[src/rtl/banco_registros_param.sv]
// banco_registros_param: parametrised register bank with NR combinational read
// ports, one synchronous write port, optional write-to-read bypass, optional
// hard-wired zero register and a sequential clear engine (one entry per cycle).
//
// Clear engine states:
//   state   | meaning
//   REPOSO  | idle; writes accepted, CLR_BRP starts a sweep
//   BARRIDO | sweeping; MEM[cnt] zeroed each edge, writes held off
//   FIN     | one-cycle completion pulse; writes accepted, CLR_BRP restarts
module banco_registros_param #(
    parameter int ANCHO   = 32,
    parameter int PROF    = 32,
    parameter int DIR_W   = $clog2(PROF),
    parameter int NR      = 2,
    parameter int CERO_R0 = 1,
    parameter int BYPASS  = 1
) (
    input  logic                  CLK_BRP,
    input  logic                  RST_N_BRP,
    input  logic [NR*DIR_W-1:0]   RA_BRP,
    output logic [NR*ANCHO-1:0]   DR_BRP,
    input  logic [DIR_W-1:0]      WA_BRP,
    input  logic [ANCHO-1:0]      DW_BRP,
    input  logic                  WE_BRP,
    output logic                  WACK_BRP,
    input  logic                  CLR_BRP,
    output logic                  OCUPADO_BRP,
    output logic                  FIN_BRP
);

    typedef enum logic [1:0] {
        REPOSO  = 2'd0,
        BARRIDO = 2'd1,
        FIN     = 2'd2
    } estado_t;

    estado_t            estado_q, estado_d;
    logic [DIR_W-1:0]   cnt_q, cnt_d;
    logic [ANCHO-1:0]   mem_q [PROF];
    logic               wr_cero;

    // Writes are only held off while the sweep owns the storage.
    assign WACK_BRP = WE_BRP & ~OCUPADO_BRP;
    assign wr_cero  = (CERO_R0 != 0) && (WA_BRP == '0);

    // State and sweep counter register.
    always_ff @(posedge CLK_BRP or negedge RST_N_BRP) begin
        if (!RST_N_BRP) begin
            estado_q <= REPOSO;
            cnt_q    <= '0;
        end else begin
            estado_q <= estado_d;
            cnt_q    <= cnt_d;
        end
    end

    // Next-state logic: a started sweep always runs to PROF-1, CLR ignored inside it.
    always_comb begin
        estado_d = estado_q;
        cnt_d    = cnt_q;
        unique case (estado_q)
            REPOSO, FIN: begin
                if (CLR_BRP) begin
                    estado_d = BARRIDO;
                    cnt_d    = '0;
                end else begin
                    estado_d = REPOSO;
                end
            end
            BARRIDO: begin
                if (cnt_q == DIR_W'(PROF - 1)) begin
                    estado_d = FIN;
                    cnt_d    = '0;
                end else begin
                    cnt_d = cnt_q + 1'b1;
                end
            end
            default: begin
                estado_d = REPOSO;
                cnt_d    = '0;
            end
        endcase
    end

    // Status outputs decoded from the current state.
    always_comb begin
        OCUPADO_BRP = 1'b0;
        FIN_BRP     = 1'b0;
        unique case (estado_q)
            BARRIDO: OCUPADO_BRP = 1'b1;
            FIN:     FIN_BRP     = 1'b1;
            default: ;
        endcase
    end

    // Storage: sweep zeroing has priority (WACK is low then anyway); writes to r0 dropped.
    always_ff @(posedge CLK_BRP or negedge RST_N_BRP) begin
        if (!RST_N_BRP) begin
            for (int i = 0; i < PROF; i++) begin
                mem_q[i] <= '0;
            end
        end else if (estado_q == BARRIDO) begin
            mem_q[cnt_q] <= '0;
        end else if (WACK_BRP && !wr_cero) begin
            mem_q[WA_BRP] <= DW_BRP;
        end
    end

    for (genvar k = 0; k < NR; k++) begin : g_rd
        logic [DIR_W-1:0] dir_k;
        assign dir_k = RA_BRP[k*DIR_W +: DIR_W];

        // Read port k: zero register first, then same-cycle bypass, then storage.
        always_comb begin
            DR_BRP[k*ANCHO +: ANCHO] = mem_q[dir_k];
            if ((CERO_R0 != 0) && (dir_k == '0)) begin
                DR_BRP[k*ANCHO +: ANCHO] = '0;
            end else if ((BYPASS != 0) && WACK_BRP && (dir_k == WA_BRP)) begin
                DR_BRP[k*ANCHO +: ANCHO] = DW_BRP;
            end
        end
    end

endmodule

[config.mk]
export PLATFORM = sky130hd
export DESIGN_NAME = banco_registros_param
export DESIGN_NICKNAME = d
export VERILOG_FILES = /design/src/rtl/banco_registros_param.sv
export SDC_FILE = /design/constraint.sdc
export NUM_CORES = 2
export LEC_CHECK = 0
export CORE_ASPECT_RATIO = 0.5
export CORE_MARGIN = 4
export CORE_UTILIZATION = 50
export DETAILED_ROUTE_END_ITERATION = 8
export PLACE_DENSITY = 0.66
export SYNTH_ARGS = -nofsm -noshare
export SYNTH_HDL_FRONTEND = slang
export SYNTH_SLANG_ARGS = --single-unit
[constraint.sdc]
create_clock -name CLK_BRP -period 4.6 [get_ports CLK_BRP]
set_clock_uncertainty 0.2 [all_clocks]
set_input_delay 0.69 -clock CLK_BRP [delete_from_list [all_inputs] [get_ports CLK_BRP]]
set_output_delay 0.69 -clock CLK_BRP [all_outputs]
set_load 0.005 [all_outputs]
== Yosys cells after proc, flatten, opt, wreduce, memory -nomap -nowiden ==
Cells that the tools add are included.
Widths: inputs -> output; s select.
Storage, ports and cells
  register bits: 1031
  output and inout bits: 67
Cells by class
  add/sub/neg operators: 1
  order comparisons: 6
  equal/unequal tests: 7
  muxes and demuxes: 25
  bitwise logic cells: 8
  reductions and logical operators: 12
Operators with widths (count)
  $mux 1024: 2
  $and 1024x1024->1024: 1
  $bwmux 1024: 1
  $not 1024->1024: 1
  $bmux 32 s5: 2
  $demux 32 s5: 2
  $mux 32: 10
  $ge 6x6->1 const B: 4
  $not 5->6: 4
  $logic_not 5->1: 3
  $lt 6x1->1 const B: 2
  $eq 5x5->1: 2
  $mux 5: 2
  $pmux 5 s2: 1
  $add 5x1->5 const B: 1
  $eq 5x5->1 const B: 1
  $logic_and 1x1->1: 5
  $ne 2x2->1 const B: 2
  $pmux 2 s2: 1
  $mux 1: 3
  $eq 2x1->1 const B: 1
  $eq 2x2->1 const B: 1
  $logic_not 2->1: 1
  $mux 2: 1
  other kinds (5): 5

== Longest topological paths before layout ==
  word-level depth: 8
  depth in mapped cells: 10
  depth with buffers taken out: 8

== Worst setup path after synthesis ==
Ideal clock, no wire load.
  path kind: in2out
  from: input RA_BRP[0]
  to: output DR_BRP[3]
  arrival time: 2297 ps
  required time: 3710 ps
  path slack: 1413 ps
  stages: 7
  buffers on the path: 3
  path through: buf_6 -> buf_6 -> buf_2 -> mux4_2 -> o21ai_0 -> a211oi_1 -> a221o_1
On the way
  word-level cells in the longest chain between the ends: 6
  elaborated cells on any way between the ends: 9
  classes of those cells: eq/ne (1); mux (5); bitwise (1); reduce/logical (2)
Ends and longest elaborated chain
  start: declaration: RTL line 20  | input logic [NR*DIR_W-1:0] RA_BRP,
  $not 5->6 (implied by the code): RTL line 115  | DR_BRP[k*ANCHO +: ANCHO] = mem_q[dir_k];
  $bmux 32 s5: RTL line 115
  $mux 32 (implied by the code) (2 in series): RTL line 115
  $mux 32: RTL line 118  | end else if ((BYPASS != 0) && WACK_BRP && (dir_k == WA_BRP)) begin
  $mux 32 *: RTL line 116  | if ((CERO_R0 != 0) && (dir_k == '0)) begin
  end: declaration: RTL line 21  | output logic [NR*ANCHO-1:0] DR_BRP,
Mark *: on every way between the ends. The rest lies on a longest branch, timed or not. The select of a mux whose other input is x is not followed.

== Worst setup path after layout ==
  from: input RA_BRP[8]
  to: output DR_BRP[42]
Same word-level chain as after synthesis.

==> flow_summary_export.csv <==
group,metric,value,unit
placement,port_buffers,117,
hold_path,whs_endpoint,"mem_q[1001]",
placement,gp_congestion,1.026,
clock_network,cts_max_path_buffers,3,
clock_network,root_buffer,"clkbuf_16",
synth,yosys-top-cells-area,"dfrtp_1, a22o_1, mux4_2",
setup_path,path_cells,"clkdlybuf4s50_1 > buf_4 > nand2b_1 > nor2_1 > a221oi_1 > o21ai_1 > o221a_1 > clkdlybuf4s50_1",
clock_network,ctsHtreeMaxLevel,3,
setup_path,r2r_cells,6,
sta,finalHoldViolCount,0,
synth,synth-main-ff-cell,"dfrtp_1",
drt,top_layer_used,"met5",
synth,synth-seq-cells,1031,
power,leakage,0.02771,uW
sta,drv_slew,0,
drt,met3RoutedLength,43380,um
setup_path,path_class,"primary input to primary output",
clock_network,cts.sinks,1031,
synth,synth_cell_types,59,
grt,grt_antenna_before_repair,16,
sta,whs,306.0,ps
synth,avgSynthCellArea,12.92,um2
power,ir_drop,0.2862,mV
setup_path,arrival,3740,ps
run_status,violations,"negative setup slack",
cells_and_area,final_util,57.70,%
sta,finalWorstPathRequiredPeriod,4634,ps
setup_path,cpPeakStageDelay,540,ps
cells_and_area,syn_to_final_growth,14.17,%
synth,synth_edf_count,0,
drt,wl,229700,um
synth,synthCells,4217,
cells_and_area,drive_gt1_share,24.09,%
hold_path,hold_class,"register to register",
synth,yosysMostFrequentCell,"dfrtp_1",
drt,ant_nets,0,
setup_path,ff2ff_setup_slack,1300,ps
power,total_power,26380,uW
hold_path,min_from,"mem_q[1001]",
sta,max_slew_margin,16.04,%
grt,grt_pass1_vias,44442,
clock_network,cts_tree,"done",
sta,tightestPinTransition,1250,ps
synth,synth_nets,4273,
setup_path,cp.required,3710,ps
clock_network,cts_buffers,95,
floorplan,rows,85,
clock_network,clock_latency,740,ps
setup_path,end_kind,"primary output",
hold_path,hold_depth,1,
synth,syn-cell-area,54500,um2
synth,seq_area_frac_synth,47.34,%
floorplan,die_x,474.9,um
power,p_per_area,424.0,nW/um2
synth,netlist_top_cells_count,"dfrtp_1, a22o_1, mux4_2, clkbuf_1, mux2i_1",
drt,wl_met2,90160,um
grt,grt_usage,39.82,%
sta,rsz0062_at_grt,"no",
floorplan,die-area,114700,um2
floorplan,ioPinCount,118,
grt,grt_first_pass_wirelength,328600,um
drt,wl_per_cell,39.79,um
run,drv_cap,0,
cells_and_area,nNetsFinal,4308,
sta,post-route-period-util,100.7,%
setup_path,cp_top_family,"buffers and inverters",
setup_path,worstPathMaxFanout,25,
sta,max_freq,0.2158,GHz
drt,drt-vias-per-instance,7.802,
sta,finalWorstSetupSlack,-34.41,ps
clock_network,clk_pin_slew,70,ps
floorplan,initial_core_util,50.54,%
drt,drt_iter0_markers,6923,
setup_path,path_common_cell,"clkdlybuf4s50_1",
synth,synth_async_sr_flop_share,100.0,%
cells_and_area,n_fill_cell,8555,
drt,num_vias,45039,
setup_path,rr_startpoint,"estado_q[0]",
synth,yosysWarnings,0,
grt,grt_overflow_total,0,
setup_path,worst_setup_path_start_kind,"primary input",
setup_path,rr_endpoint,"mem_q[211]",
synth,yosysTopAreaCell,"dfrtp_1",
drt,drtPass1Iterations,6,
synth,netlist.area_leader.share,47.34,%
placement,dp_hpwl,142700,um
run_status,outcome,"finished, violations left",
grt,grt_max_degree,117,
sta,tns,-66.42,ps
drt,m1WireLength,84390,um
drt,post-route-drc-count,0,
floorplan,die_y,241.5,um
floorplan,fp.coreArea,107800,um2
setup_path,slowest_stage,"clkdlybuf4s50_1",
sta,setup_viol,3,
setup_path,crit_buf_inv,3,
-- logic make-up after synthesis --
group / after synthesis / synth area share, %
multiplexers: 702 / 20.95
AO/OA/AOI/OAI: 1510 / 22.71
adder cells (fa/ha/maj): 5 / 0.1148
XOR/XNOR: 10 / 0.1607
AND/OR/NAND/NOR: 400 / 3.825
flip-flops: 1031 / 47.34
buffers and inverters: 559 / 4.908
-- how the worst max path moves through the flow --
stage | from | endpoint | slack, ps | depth (start not counted)
after floorplan | RA_BRP[0] | DR_BRP[3] | 1410 | 7
after global placement | WA_BRP[4] | DR_BRP[16] | 20 | 9
after detailed placement | RA_BRP[0] | DR_BRP[19] | 20 | 8
after CTS | WA_BRP[4] | DR_BRP[16] | 6 | 9
after global routing | RA_BRP[0] | DR_BRP[19] | 20 | 8
final | RA_BRP[8] | DR_BRP[42] | -30 | 8
-- report_power, final --
part           total, uW  internal [uW]  switching (uW)
Sequential         11400          10300            1080
Clock               8570           4810            3760
Combinational       6420           2790            3630
-- flip-flops by register name, indices dropped and copies added (netlist names) --
signal,flops
cnt_q,5
estado_q,2
mem_q,1024
-- repair_timing --
item	in CTS	in global routing
hold endpoints to repair	62	0
hold buffers	1	0
resized for setup	0	15
endpoints found under the setup margin	0	18
setup buffers	0	0
-- cell type report --
cell class	instances	area [um2]	share of cell area (%)
Antenna cell	8	20.02	0.03217
Clock buffer	137	2768	4.448
Clock inverter	38	495.5	0.7963
Inverter	10	37.54	0.06032
Multi-Input combinational cell	2627	26680	42.87
Sequential cell	1031	25800	41.46
Tap cell	1435	1795	2.885
Timing Repair Buffer	487	4632	7.444
-- per-layer routing --
layer	global-route usage, %	vias up
met5	1.129	-
met1	52.48	23250
met3	24.00	852
met2	52.61	3990
li1	-	16921
met4	16.57	26
-- through the flow --
stage / cell area [um2] / instances / setup WS, ps
floorplan: 54500 / 4217 / 1413
global placement: 58870 / 5589 / 16.70
detailed placement: 58870 / 5589 / 22.49
CTS: 62150 / 5765 / 6.038
global route: 62220 / 5770 / 16.45
finish: 62220 / 5773 / -34.41
-- layout by cell type (no fill, tap or decap), drive strengths merged, types with 19 or more instances in the layout --
master / count
mux2: 59
a211oi: 77
nor2: 93
buf: 378
a221oi: 38
mux4: 345
a2111oi: 20
a21oi: 75
nor3: 49
a221o: 26
o221a: 19
nor2b: 38
clkinv: 20
mux2i: 298
nand2: 95
o21ai: 91
dfrtp: 1031
nand3: 19
clkdlybuf4s50: 108
clkbuf: 137
a22oi: 48
a22o: 1011
and2: 53
o22ai: 64
(Power assumes the default switching activity.)
